File: src/rtl/rv32_wb_pkg.sv
// Shared types and encodings for the register-file write-back path.
package rv32_wb_pkg;

  localparam int XLEN   = 32;
  localparam int REG_AW = 5;

  localparam logic [1:0] LD_BYTE = 2'b00;
  localparam logic [1:0] LD_HALF = 2'b01;
  localparam logic [1:0] LD_WORD = 2'b10;

  // live drops on pop or when a younger pipe write to the same rd kills the entry
  typedef struct packed {
    logic              live;
    logic [REG_AW-1:0] rd;
    logic [XLEN-1:0]   data;
  } lu_entry_t;

endpackage

File: src/rtl/wb_load_align.sv
// Combinational load aligner: selects the addressed byte/half of a raw load
// word and sign- or zero-extends it; non-load data passes through.
module wb_load_align
  import rv32_wb_pkg::*;
(
  input  logic [XLEN-1:0] i_data,
  input  logic            i_is_load,
  input  logic [1:0]      i_ld_size,
  input  logic            i_ld_uns,
  input  logic [1:0]      i_addr_lo,
  output logic [XLEN-1:0] o_data
);

  logic [7:0]  w_byte;
  logic [15:0] w_half;

  // Half selection uses only addr_lo[1]; size 11 falls through to word.
  always_comb begin
    w_byte = i_data[{i_addr_lo, 3'b000} +: 8];
    w_half = i_data[{i_addr_lo[1], 4'b0000} +: 16];
    o_data = i_data;
    if (i_is_load) begin
      case (i_ld_size)
        LD_BYTE: o_data = {{24{~i_ld_uns & w_byte[7]}}, w_byte};
        LD_HALF: o_data = {{16{~i_ld_uns & w_half[15]}}, w_half};
        default: o_data = i_data;
      endcase
    end else begin
      o_data = i_data;
    end
  end

endmodule

File: src/rtl/regfile_write_arbiter.sv
// Sole driver of the register-file write port: merges the non-stallable MEM/WB
// result with a queued long-latency unit result stream, with kill and anti-starvation.
module regfile_write_arbiter
  import rv32_wb_pkg::*;
#(
  parameter int LU_DEPTH   = 2,
  parameter int STARVE_MAX = 8
) (
  input  logic              clk,
  input  logic              reset,
  input  logic              pipe_valid,
  input  logic [REG_AW-1:0] pipe_rd,
  input  logic [XLEN-1:0]   pipe_data,
  input  logic              pipe_is_load,
  input  logic [1:0]        pipe_ld_size,
  input  logic              pipe_ld_uns,
  input  logic [1:0]        pipe_addr_lo,
  output logic              pipe_stall,
  input  logic              lu_valid,
  output logic              lu_ready,
  input  logic [REG_AW-1:0] lu_rd,
  input  logic [XLEN-1:0]   lu_data,
  output logic              rf_we,
  output logic [REG_AW-1:0] rf_waddr,
  output logic [XLEN-1:0]   rf_wdata,
  output logic [31:0]       pend_mask
);

  localparam int PTR_W = $clog2(LU_DEPTH);
  localparam int CNT_W = $clog2(LU_DEPTH) + 1;
  localparam int STV_W = $clog2(STARVE_MAX + 1);
  localparam logic [CNT_W-1:0] DEPTH_C  = CNT_W'(LU_DEPTH);
  localparam logic [STV_W-1:0] STV_LAST = STV_W'(STARVE_MAX - 1);

  lu_entry_t         r_q [LU_DEPTH];
  logic [PTR_W-1:0]  r_wptr, r_rptr;
  logic [CNT_W-1:0]  r_count;
  logic [STV_W-1:0]  r_starve;
  logic              r_stall;
  logic              r_rf_we;
  logic [REG_AW-1:0] r_rf_waddr;
  logic [XLEN-1:0]   r_rf_wdata;

  logic [XLEN-1:0]   w_pipe_aligned;
  logic              w_empty, w_full, w_push, w_pop, w_pipe_wr, w_head_wr;
  lu_entry_t         w_head;
  logic [STV_W-1:0]  w_starve_next;
  logic [31:0]       w_pend;

  wb_load_align u_align (
    .i_data    (pipe_data),
    .i_is_load (pipe_is_load),
    .i_ld_size (pipe_ld_size),
    .i_ld_uns  (pipe_ld_uns),
    .i_addr_lo (pipe_addr_lo),
    .o_data    (w_pipe_aligned)
  );

  // Slot selection: a stall cycle forces the head out; otherwise the pipe wins.
  always_comb begin
    w_empty   = (r_count == {CNT_W{1'b0}});
    w_full    = (r_count == DEPTH_C);
    w_push    = lu_valid && !w_full;
    w_pipe_wr = !r_stall && pipe_valid && (pipe_rd != 5'd0);
    w_pop     = !w_empty && !w_pipe_wr;
    w_head    = r_q[r_rptr];
    w_head_wr = w_pop && w_head.live && (w_head.rd != 5'd0);
    if (w_pop) begin
      w_starve_next = {STV_W{1'b0}};
    end else if (!w_empty) begin
      w_starve_next = r_starve + 1'b1;
    end else begin
      w_starve_next = {STV_W{1'b0}};
    end
  end

  // Queue storage, pointers, occupancy and kill of matching live entries.
  always_ff @(posedge clk) begin
    if (reset) begin
      for (int i = 0; i < LU_DEPTH; i++) begin
        r_q[i] <= '0;
      end
      r_wptr  <= {PTR_W{1'b0}};
      r_rptr  <= {PTR_W{1'b0}};
      r_count <= {CNT_W{1'b0}};
    end else begin
      for (int i = 0; i < LU_DEPTH; i++) begin
        if (w_pipe_wr && (r_q[i].rd == pipe_rd)) begin
          r_q[i].live <= 1'b0;
        end
      end
      if (w_pop) begin
        r_q[r_rptr].live <= 1'b0;
        r_rptr           <= r_rptr + 1'b1;
      end
      if (w_push) begin
        r_q[r_wptr].live <= !(w_pipe_wr && (lu_rd == pipe_rd));
        r_q[r_wptr].rd   <= lu_rd;
        r_q[r_wptr].data <= lu_data;
        r_wptr           <= r_wptr + 1'b1;
      end
      case ({w_push, w_pop})
        2'b10:   r_count <= r_count + 1'b1;
        2'b01:   r_count <= r_count - 1'b1;
        default: r_count <= r_count;
      endcase
    end
  end

  // Starvation counter and one-cycle stall pulse.
  always_ff @(posedge clk) begin
    if (reset) begin
      r_starve <= {STV_W{1'b0}};
      r_stall  <= 1'b0;
    end else begin
      r_starve <= w_starve_next;
      r_stall  <= (w_starve_next == STV_LAST);
    end
  end

  // Registered write port; address and data are zeroed when no write is issued.
  always_ff @(posedge clk) begin
    if (reset) begin
      r_rf_we    <= 1'b0;
      r_rf_waddr <= 5'd0;
      r_rf_wdata <= 32'd0;
    end else if (w_pipe_wr) begin
      r_rf_we    <= 1'b1;
      r_rf_waddr <= pipe_rd;
      r_rf_wdata <= w_pipe_aligned;
    end else if (w_head_wr) begin
      r_rf_we    <= 1'b1;
      r_rf_waddr <= w_head.rd;
      r_rf_wdata <= w_head.data;
    end else begin
      r_rf_we    <= 1'b0;
      r_rf_waddr <= 5'd0;
      r_rf_wdata <= 32'd0;
    end
  end

  // Pending mask from registered live bits; x0 never reported.
  always_comb begin
    w_pend = 32'd0;
    for (int i = 0; i < LU_DEPTH; i++) begin
      if (r_q[i].live) begin
        w_pend[r_q[i].rd] = 1'b1;
      end else begin
        w_pend = w_pend;
      end
    end
    w_pend[0] = 1'b0;
  end

  assign pend_mask  = w_pend;
  assign lu_ready   = !w_full;
  assign pipe_stall = r_stall;
  assign rf_we      = r_rf_we;
  assign rf_waddr   = r_rf_waddr;
  assign rf_wdata   = r_rf_wdata;

endmodule

File: config.mk
export PLATFORM = sky130hd
export DESIGN_NAME = regfile_write_arbiter
export DESIGN_NICKNAME = d
export VERILOG_FILES = /design/src/rtl/rv32_wb_pkg.sv /design/src/rtl/wb_load_align.sv /design/src/rtl/regfile_write_arbiter.sv
export SDC_FILE = /design/constraint.sdc
export NUM_CORES = 1
export LEC_CHECK = 0
export ABC_AREA = 0
export ABC_CLOCK_PERIOD_IN_PS = 3790
export CORE_MARGIN = 2
export CORE_UTILIZATION = 30
export DETAILED_ROUTE_END_ITERATION = 7
export GPL_TIMING_DRIVEN = 0
export SYNTH_ARGS = -nofsm -noshare
export SYNTH_HDL_FRONTEND = slang
export SYNTH_HIERARCHICAL = 1
export SYNTH_SLANG_ARGS = --single-unit
File: constraint.sdc
create_clock -name clk -period 3.79 [get_ports clk]
set_clock_uncertainty 0.2 [all_clocks]
set_input_delay 0.379 -clock clk [delete_from_list [all_inputs] [get_ports clk]]
set_output_delay 0.379 -clock clk [all_outputs]
set_load 0.02 [all_outputs]
==> results of run 1 <==
==> placed cells by master, fill, tap and decap left out, types with 5 or more instances in the layout <==
cell,n
dfxtp_1,48
o22ai_1,33
mux2_2,5
buf_6,7
nand3_1,9
o21ai_0,12
nor2_1,17
edfxtp_1,76
and2_1,75
buf_2,5
xor2_1,10
or3b_2,6
nand2b_1,5
clkbuf_1,28
nand2_1,53
o2bb2ai_2,31
clkbuf_16,21
buf_4,5
nand3b_1,11
a22o_1,7
mux2i_1,45
clkdlybuf4s50_1,152
nor2b_1,5
o2bb2ai_1,6
nor3_1,7
a21oi_1,9
xnor2_1,10
==> worst register-to-register path: stages (launching register included) <==
cell	delay (ns)
dfxtp_1	0.40
nand2b_1	0.17
nand2_1	0.19
nor3b_1	0.67
clkbuf_1	0.55
or2_2	0.90
==> metrics by stage <==
stage                     utilization (%)  power (W)  cells  setup TNS, ns  area (um2)
after global placement               39.5    0.00285    992         -33.57        8310
after global routing                 42.6    0.00466   1025              0        8950
after detailed placement             39.7    0.00287    993              0        8340
final                                42.6    0.00446   1026              0        8950
after floorplan                         -    0.00244    565              0        6440
after CTS                            42.6    0.00449   1025              0        8950
==> sequential cells by signal, indices dropped and copies added, names as in the netlist, named ones only <==
register / count
rf_we: 1
r_q: 76
r_count: 2
r_starve: 4
r_rptr: 1
rf_waddr: 5
r_wptr: 1
pipe_stall: 1
rf_wdata: 32
==> cells by family after synthesis <==
| group | count (synthesis) |
|---|---|
| adder cells (fa/ha/maj) | 2 |
| AO/OA/AOI/OAI | 110 |
| multiplexers | 51 |
| AND/OR/NAND/NOR | 213 |
| other | 1 |
| buffers and inverters | 44 |
| flip-flops | 124 |
| XOR/XNOR | 20 |
==> worst paths after layout <==
| kind | depth (start not counted) | to | slack, ns | from |
|---|---|---|---|---|
| worst max-delay path | 5 | r_q[1][20] | 0.31 | r_count[0] |
| worst min-delay path | 3 | rf_waddr[1] | 0.22 | pipe_rd[1] |
| worst max register to register | 5 | r_q[1][20] | 0.31 | r_count[0] |
| worst min register to register | 1 | r_starve[0] | 0.31 | r_starve[0] |
==> routing by layer <==
metal  vias up  GRT usage [%]  part of all wire, %
met3        27           4.24                  5.8
met1      2311           22.3                   44
met4         2           5.75                  2.3
met2       150           25.8                   47
li1       2415              -                    -
met5         -              0                0.071
==> power groups by stage <==
stage	sequential (W)	combinational, W	clock [W]
2_1_floorplan	0.00177	0.000673	0
3_3_place_gp	0.00175	0.00111	0
3_5_place_dp	0.00174	0.00112	0
4_1_cts	0.00172	0.00113	0.00165
5_1_grt	0.00174	0.00121	0.00171
6_report	0.00172	0.00112	0.00162
==> cell usage after synthesis (all sizes together) (11+ instances only) <==
library cell / instances / area share [%]
nor2: 17 / 0.99
o22ai: 33 / 3.2
edfxtp: 76 / 35
nand3b: 11 / 1.3
buf: 18 / 2.3
o21ai: 14 / 1.1
dfxtp: 48 / 15
o2bb2ai: 37 / 8.0
mux2i: 45 / 7.0
nand2: 53 / 3.1
and2: 76 / 7.4
clkbuf: 25 / 1.5
==> final cells by class <==
cell class / instances / area [um2]
clock inverters: 4 / 20.0
fillers: 1976 / 12100
diodes: 1 / 2.50
repair buffers: 153 / 1540
clock buffers: 28 / 592
multi-input cells: 397 / 2970
plain buffers: 43 / 239
well taps: 275 / 344
flip-flops and latches: 124 / 3240
inverters: 1 / 3.75
==> impl_metrics.env, run 1 <==
export IMPL_status="completed"
export IMPL_vdd_drop_max_mv=0.272
export IMPL_worstMarginPinSlew_ns=1.01
export IMPL_synth_seq_cells=124
export IMPL_die_w_um=151
export IMPL_cts_tree="done"
export IMPL_seq_area_frac_synth_pct=50.4
export IMPL_grt_max_degree=38
export IMPL_maxCapViolCount=0
export IMPL_io_pins=156
export IMPL_synth_edf_count=76
export IMPL_synth_xor_area_share_pct=2.72
export IMPL_dpl_hpwl_um=13800
export IMPL_hold_path_class="input pin to flip-flop"
export IMPL_critPathKind="flip-flop to flip-flop"
export IMPL_grt_pass1_vias=4813
export IMPL_drt_total_wl_um=18400
export IMPL_drc=0
export IMPL_vias=4905
export IMPL_synth_distinct_cells=56
export IMPL_core_area_um2=21000
export IMPL_cp_required_ns=3.62
export IMPL_htreeDepth=4
export IMPL_fin_ws_ns=0.306
export IMPL_cts_resized=0
export IMPL_dp_worst_setup_slack_ns=0.0351
export IMPL_comb_power_share_pct=25.2
export IMPL_min_period_over_period_pct=91.9
export IMPL_syn_to_final_growth_pct=39.0
export IMPL_syn_inst=565
export IMPL_gp_congestion=0.903
export IMPL_hold_slack_ns=0.221
export IMPL_internal_power_w=0.00318
export IMPL_leakage_nw=3.20
export IMPL_endpoint_kind="flip-flop"
export IMPL_layout_min_cycle_time_ns=3.48
export IMPL_cts_made_buffers=17
export IMPL_max_stage_delay_ns=0.90
export IMPL_synthMuxAreaShare_pct=8.10
export IMPL_fmax_ghz=0.287
export IMPL_vias_per_cell=4.78
export IMPL_dieHeight_um=151
export IMPL_yosys_area_share_adder_pct=0.389
export IMPL_path_delay_family="simple AND/OR/NAND/NOR gates"
export IMPL_hold_violations=0
export IMPL_ys_warn_count=6
export IMPL_sw_frac_of_total_pct=28.6
export IMPL_pwr_share_clk_pct=36.3
export IMPL_grt_usage_pct=16.5
export IMPL_insertion_delay_ns=0.41
export IMPL_clock_path_buffers=2
export IMPL_path_clk_slew_ns=0.05
export IMPL_synth_compound_area_share_pct=15.6
export IMPL_placementRows=53
export IMPL_worst_path_buf_inv=1
export IMPL_firstDrtPassIters=6
export IMPL_worst_setup_path_start_kind="flip-flop"
export IMPL_p_seq_share_pct=38.5
export IMPL_clock_sinks=124
export IMPL_worstPathCellList="nand2b_1 > nand2_1 > nor3b_1 > clkbuf_1 > or2_2"
export IMPL_wl_per_cell_um=18.0
export IMPL_grt_pass1_wl_um=27900
export IMPL_postCtsSetupBuffers=0
export IMPL_slowest_stage="or2_2"
export IMPL_fin_nets=823
export IMPL_cts_root_buf="clkbuf_16"
export IMPL_synth_nets=651
export IMPL_drtAntennaViolNets=0
export IMPL_synth_simple_area_share_pct=19.0
export IMPL_overflow=0
export IMPL_synthFlopType="edfxtp_1"
export IMPL_critPathMaxFanout=37
export IMPL_synth_top_family_by_area="simple AND/OR/NAND/NOR gates"
export IMPL_start_util_pct=30.6
export IMPL_async_flop_share_pct=0
export IMPL_p_per_area_nw_per_um2=498
export IMPL_p_switching_w=0.00127
export IMPL_syn_area_um2=6440
export IMPL_setup_viol=0
export IMPL_portBuffers=152
export IMPL_avgSynthCellArea_um2=11.4
export IMPL_finalMaxSlewViolations=0
export IMPL_arrival_ns=3.31
export IMPL_die_area_um2=22700
export IMPL_hold_buffers=0
export IMPL_layout_drive_gt1_share_pct=14.0
export IMPL_antenna_found_initial=1
export IMPL_drt_initial_drc_count=376
export IMPL_rsz0062_at_grt="false"
export IMPL_relSlewSlack_pct=32.8
(Power assumes the default switching activity.)
==> run 2, diff against run 1 <==
Settings changed: CORE_UTILIZATION 30 to 50, PLACE_DENSITY set to 0.81.
==> run 2 against run 1 <==
Global-route usage grew 10 points. Utilization increased by 27 points. Sequential power about the same. Critical path type unchanged. Total power is 2.2% higher. Largest power group unchanged. Maximum frequency up 1.5%. Final area is 1.3% lower. Sequential cell count unchanged. Critical endpoint is now r_q[1][21]. Sequential share of layout area is 0.47 points higher. Non-clock buffer count did not move.
==> impl_metrics.env, run 2 (same netlist as run 1, synthesis figures left out) <==
export IMPL_cts_root_buf="clkbuf_16"
export IMPL_p_switching_w=0.00131
export IMPL_place_area_um2=8210
export IMPL_drt_initial_drc_count=469
export IMPL_worstPathCellList="nand2b_1 > nand2_1 > nor3b_1 > clkbuf_1 > or2_2"
export IMPL_hold_violations=0
export IMPL_endpoint_kind="flip-flop"
export IMPL_vias_per_cell=5.69
export IMPL_htreeDepth=4
export IMPL_die_w_um=117
export IMPL_hold_buffers=0
export IMPL_rr_startpoint="r_count[0]"
export IMPL_fin_area_um2=8840
export IMPL_comb_power_share_pct=24.9
export IMPL_grt_max_degree=38
export IMPL_largest_reg_flops=76
export IMPL_grt_pass1_vias=5232
export IMPL_syn_to_final_growth_pct=37.2
export IMPL_dieHeight_um=117
export IMPL_insertion_delay_ns=0.41
export IMPL_r2r_cells=5
export IMPL_slowest_stage="or2_2"
export IMPL_antenna_found_initial=0
export IMPL_rr_endpoint="r_q[1][21]"
export IMPL_placed_cells=890
export IMPL_drt_total_wl_um=18500
export IMPL_max_stage_delay_ns=0.87
export IMPL_drtAntennaViolNets=0
export IMPL_clock_sinks=124
export IMPL_worst_setup_path_start_kind="flip-flop"
export IMPL_vias=5242
export IMPL_die_area_um2=13800
export IMPL_gp_congestion=0.891
export IMPL_io_pins=156
export IMPL_rsz0062_at_grt="false"
export IMPL_drc=0
export IMPL_vdd_drop_max_mv=0.368
export IMPL_critPathMaxFanout=37
export IMPL_core_area_um2=12600
export IMPL_finalMaxSlewViolations=0
export IMPL_cp_required_ns=3.62
export IMPL_sw_frac_of_total_pct=28.6
export IMPL_cts_resized=0
export IMPL_p_seq_share_pct=37.8
export IMPL_critPathKind="flip-flop to flip-flop"
export IMPL_grt_pass1_wl_um=28800
export IMPL_fin_nets=823
export IMPL_antennaDiodeCount=0
export IMPL_relSlewSlack_pct=33.9
export IMPL_fmax_ghz=0.291
export IMPL_portBuffers=152
export IMPL_p_per_area_nw_per_um2=516
export IMPL_internal_power_w=0.00325
export IMPL_grt_usage_pct=27.0
export IMPL_min_period_over_period_pct=90.5
export IMPL_final_cell_mix="152 x clkdlybuf4s50_1, 76 x edfxtp_1, 75 x and2_1"
export IMPL_dp_worst_setup_slack_ns=0.0863
export IMPL_cts_tree="done"
export IMPL_min_to="rf_waddr[1]"
export IMPL_postCtsSetupBuffers=0
export IMPL_layout_min_cycle_time_ns=3.43
export IMPL_instances_no_fill=922
export IMPL_fin_ws_ns=0.359
export IMPL_power_total_w=0.00456
export IMPL_utilization_pct=70.0
export IMPL_regToRegSetupSlack_ns=0.36
export IMPL_start_util_pct=51.0
export IMPL_final_common_cell="clkdlybuf4s50_1"
export IMPL_firstDrtPassIters=5
export IMPL_pwr_share_clk_pct=37.3
export IMPL_hp_start="pipe_rd[1]"
export IMPL_placementRows=41
export IMPL_dpl_hpwl_um=13600
export IMPL_hold_path_class="input pin to flip-flop"
export IMPL_arrival_ns=3.26
export IMPL_leakage_nw=3.20
export IMPL_clock_path_buffers=2
export IMPL_setup_viol=0
export IMPL_path_clk_slew_ns=0.05
export IMPL_path_delay_family="simple AND/OR/NAND/NOR gates"
export IMPL_wl_per_cell_um=20.0
export IMPL_maxCapViolCount=0
export IMPL_cts_made_buffers=17
export IMPL_status="completed"
export IMPL_worstMarginPinSlew_ns=0.992
export IMPL_overflow=0
export IMPL_layout_drive_gt1_share_pct=14.1
export IMPL_min_path_cells=3
export IMPL_largest_register="r_q"
export IMPL_worst_path_buf_inv=1
run 2: cell type report:
cell class                 count  area, um2
timing repair buffer         153       1540
buffer                        43        239
clock buffer                  22        497
tap                          172        215
multi-input combinational    397       2970
inverter                       1       3.75
sequential                   124       3240
fill                         961       3780
clock inverter                10        133
run 2: through the flow:
step / setup TNS, ns / hold WS [ns]
final: 0 / 0.228
after global routing: 0 / 0.240
after CTS: 0 / 0.204
after detailed placement: 0 / 0.290
after global placement: -26.04 / 0.266
after floorplan: 0 / 0.256
run 2: power by group through the flow:
| stage | clock network (W) | registers [W] | logic (W) |
|---|---|---|---|
| floorplan | 0 | 0.00177 | 0.000673 |
| global placement | 0 | 0.00174 | 0.00108 |
| detailed placement | 0 | 0.00175 | 0.00112 |
| CTS | 0.00171 | 0.00172 | 0.00113 |
| global route | 0.00177 | 0.00174 | 0.00121 |
| finish | 0.00170 | 0.00172 | 0.00113 |
run 2: worst max path at each step:
stage	to	startpoint	slack, ns	cells past startpoint
floorplan	r_q[0][37]	r_count[0]	0.44	4
global placement	r_q[0][37]	lu_valid	-0.80	4
detailed placement	r_q[1][20]	lu_valid	0.09	5
CTS	r_q[1][21]	r_count[0]	0.37	5
global route	r_q[1][21]	r_count[0]	0.21	5
finish	r_q[1][21]	r_count[0]	0.36	5
run 2: metal layers:
| layer | GRT usage (%) | vias up | wire length, um |
|---|---|---|---|
| met5 | 0 | - | 0 |
| met1 | 33.6 | 2541 | 7480 |
| met3 | 5.96 | 38 | 1180 |
| li1 | - | 2419 | - |
| met2 | 45.4 | 244 | 9350 |
| met4 | 11.2 | 0 | 472 |
run 2: worst reg2reg max path, cell delays in order (launching register included):
cell	delay, ns
dfxtp_1	0.40
nand2b_1	0.15
nand2_1	0.17
nor3b_1	0.72
clkbuf_1	0.51
or2_2	0.88
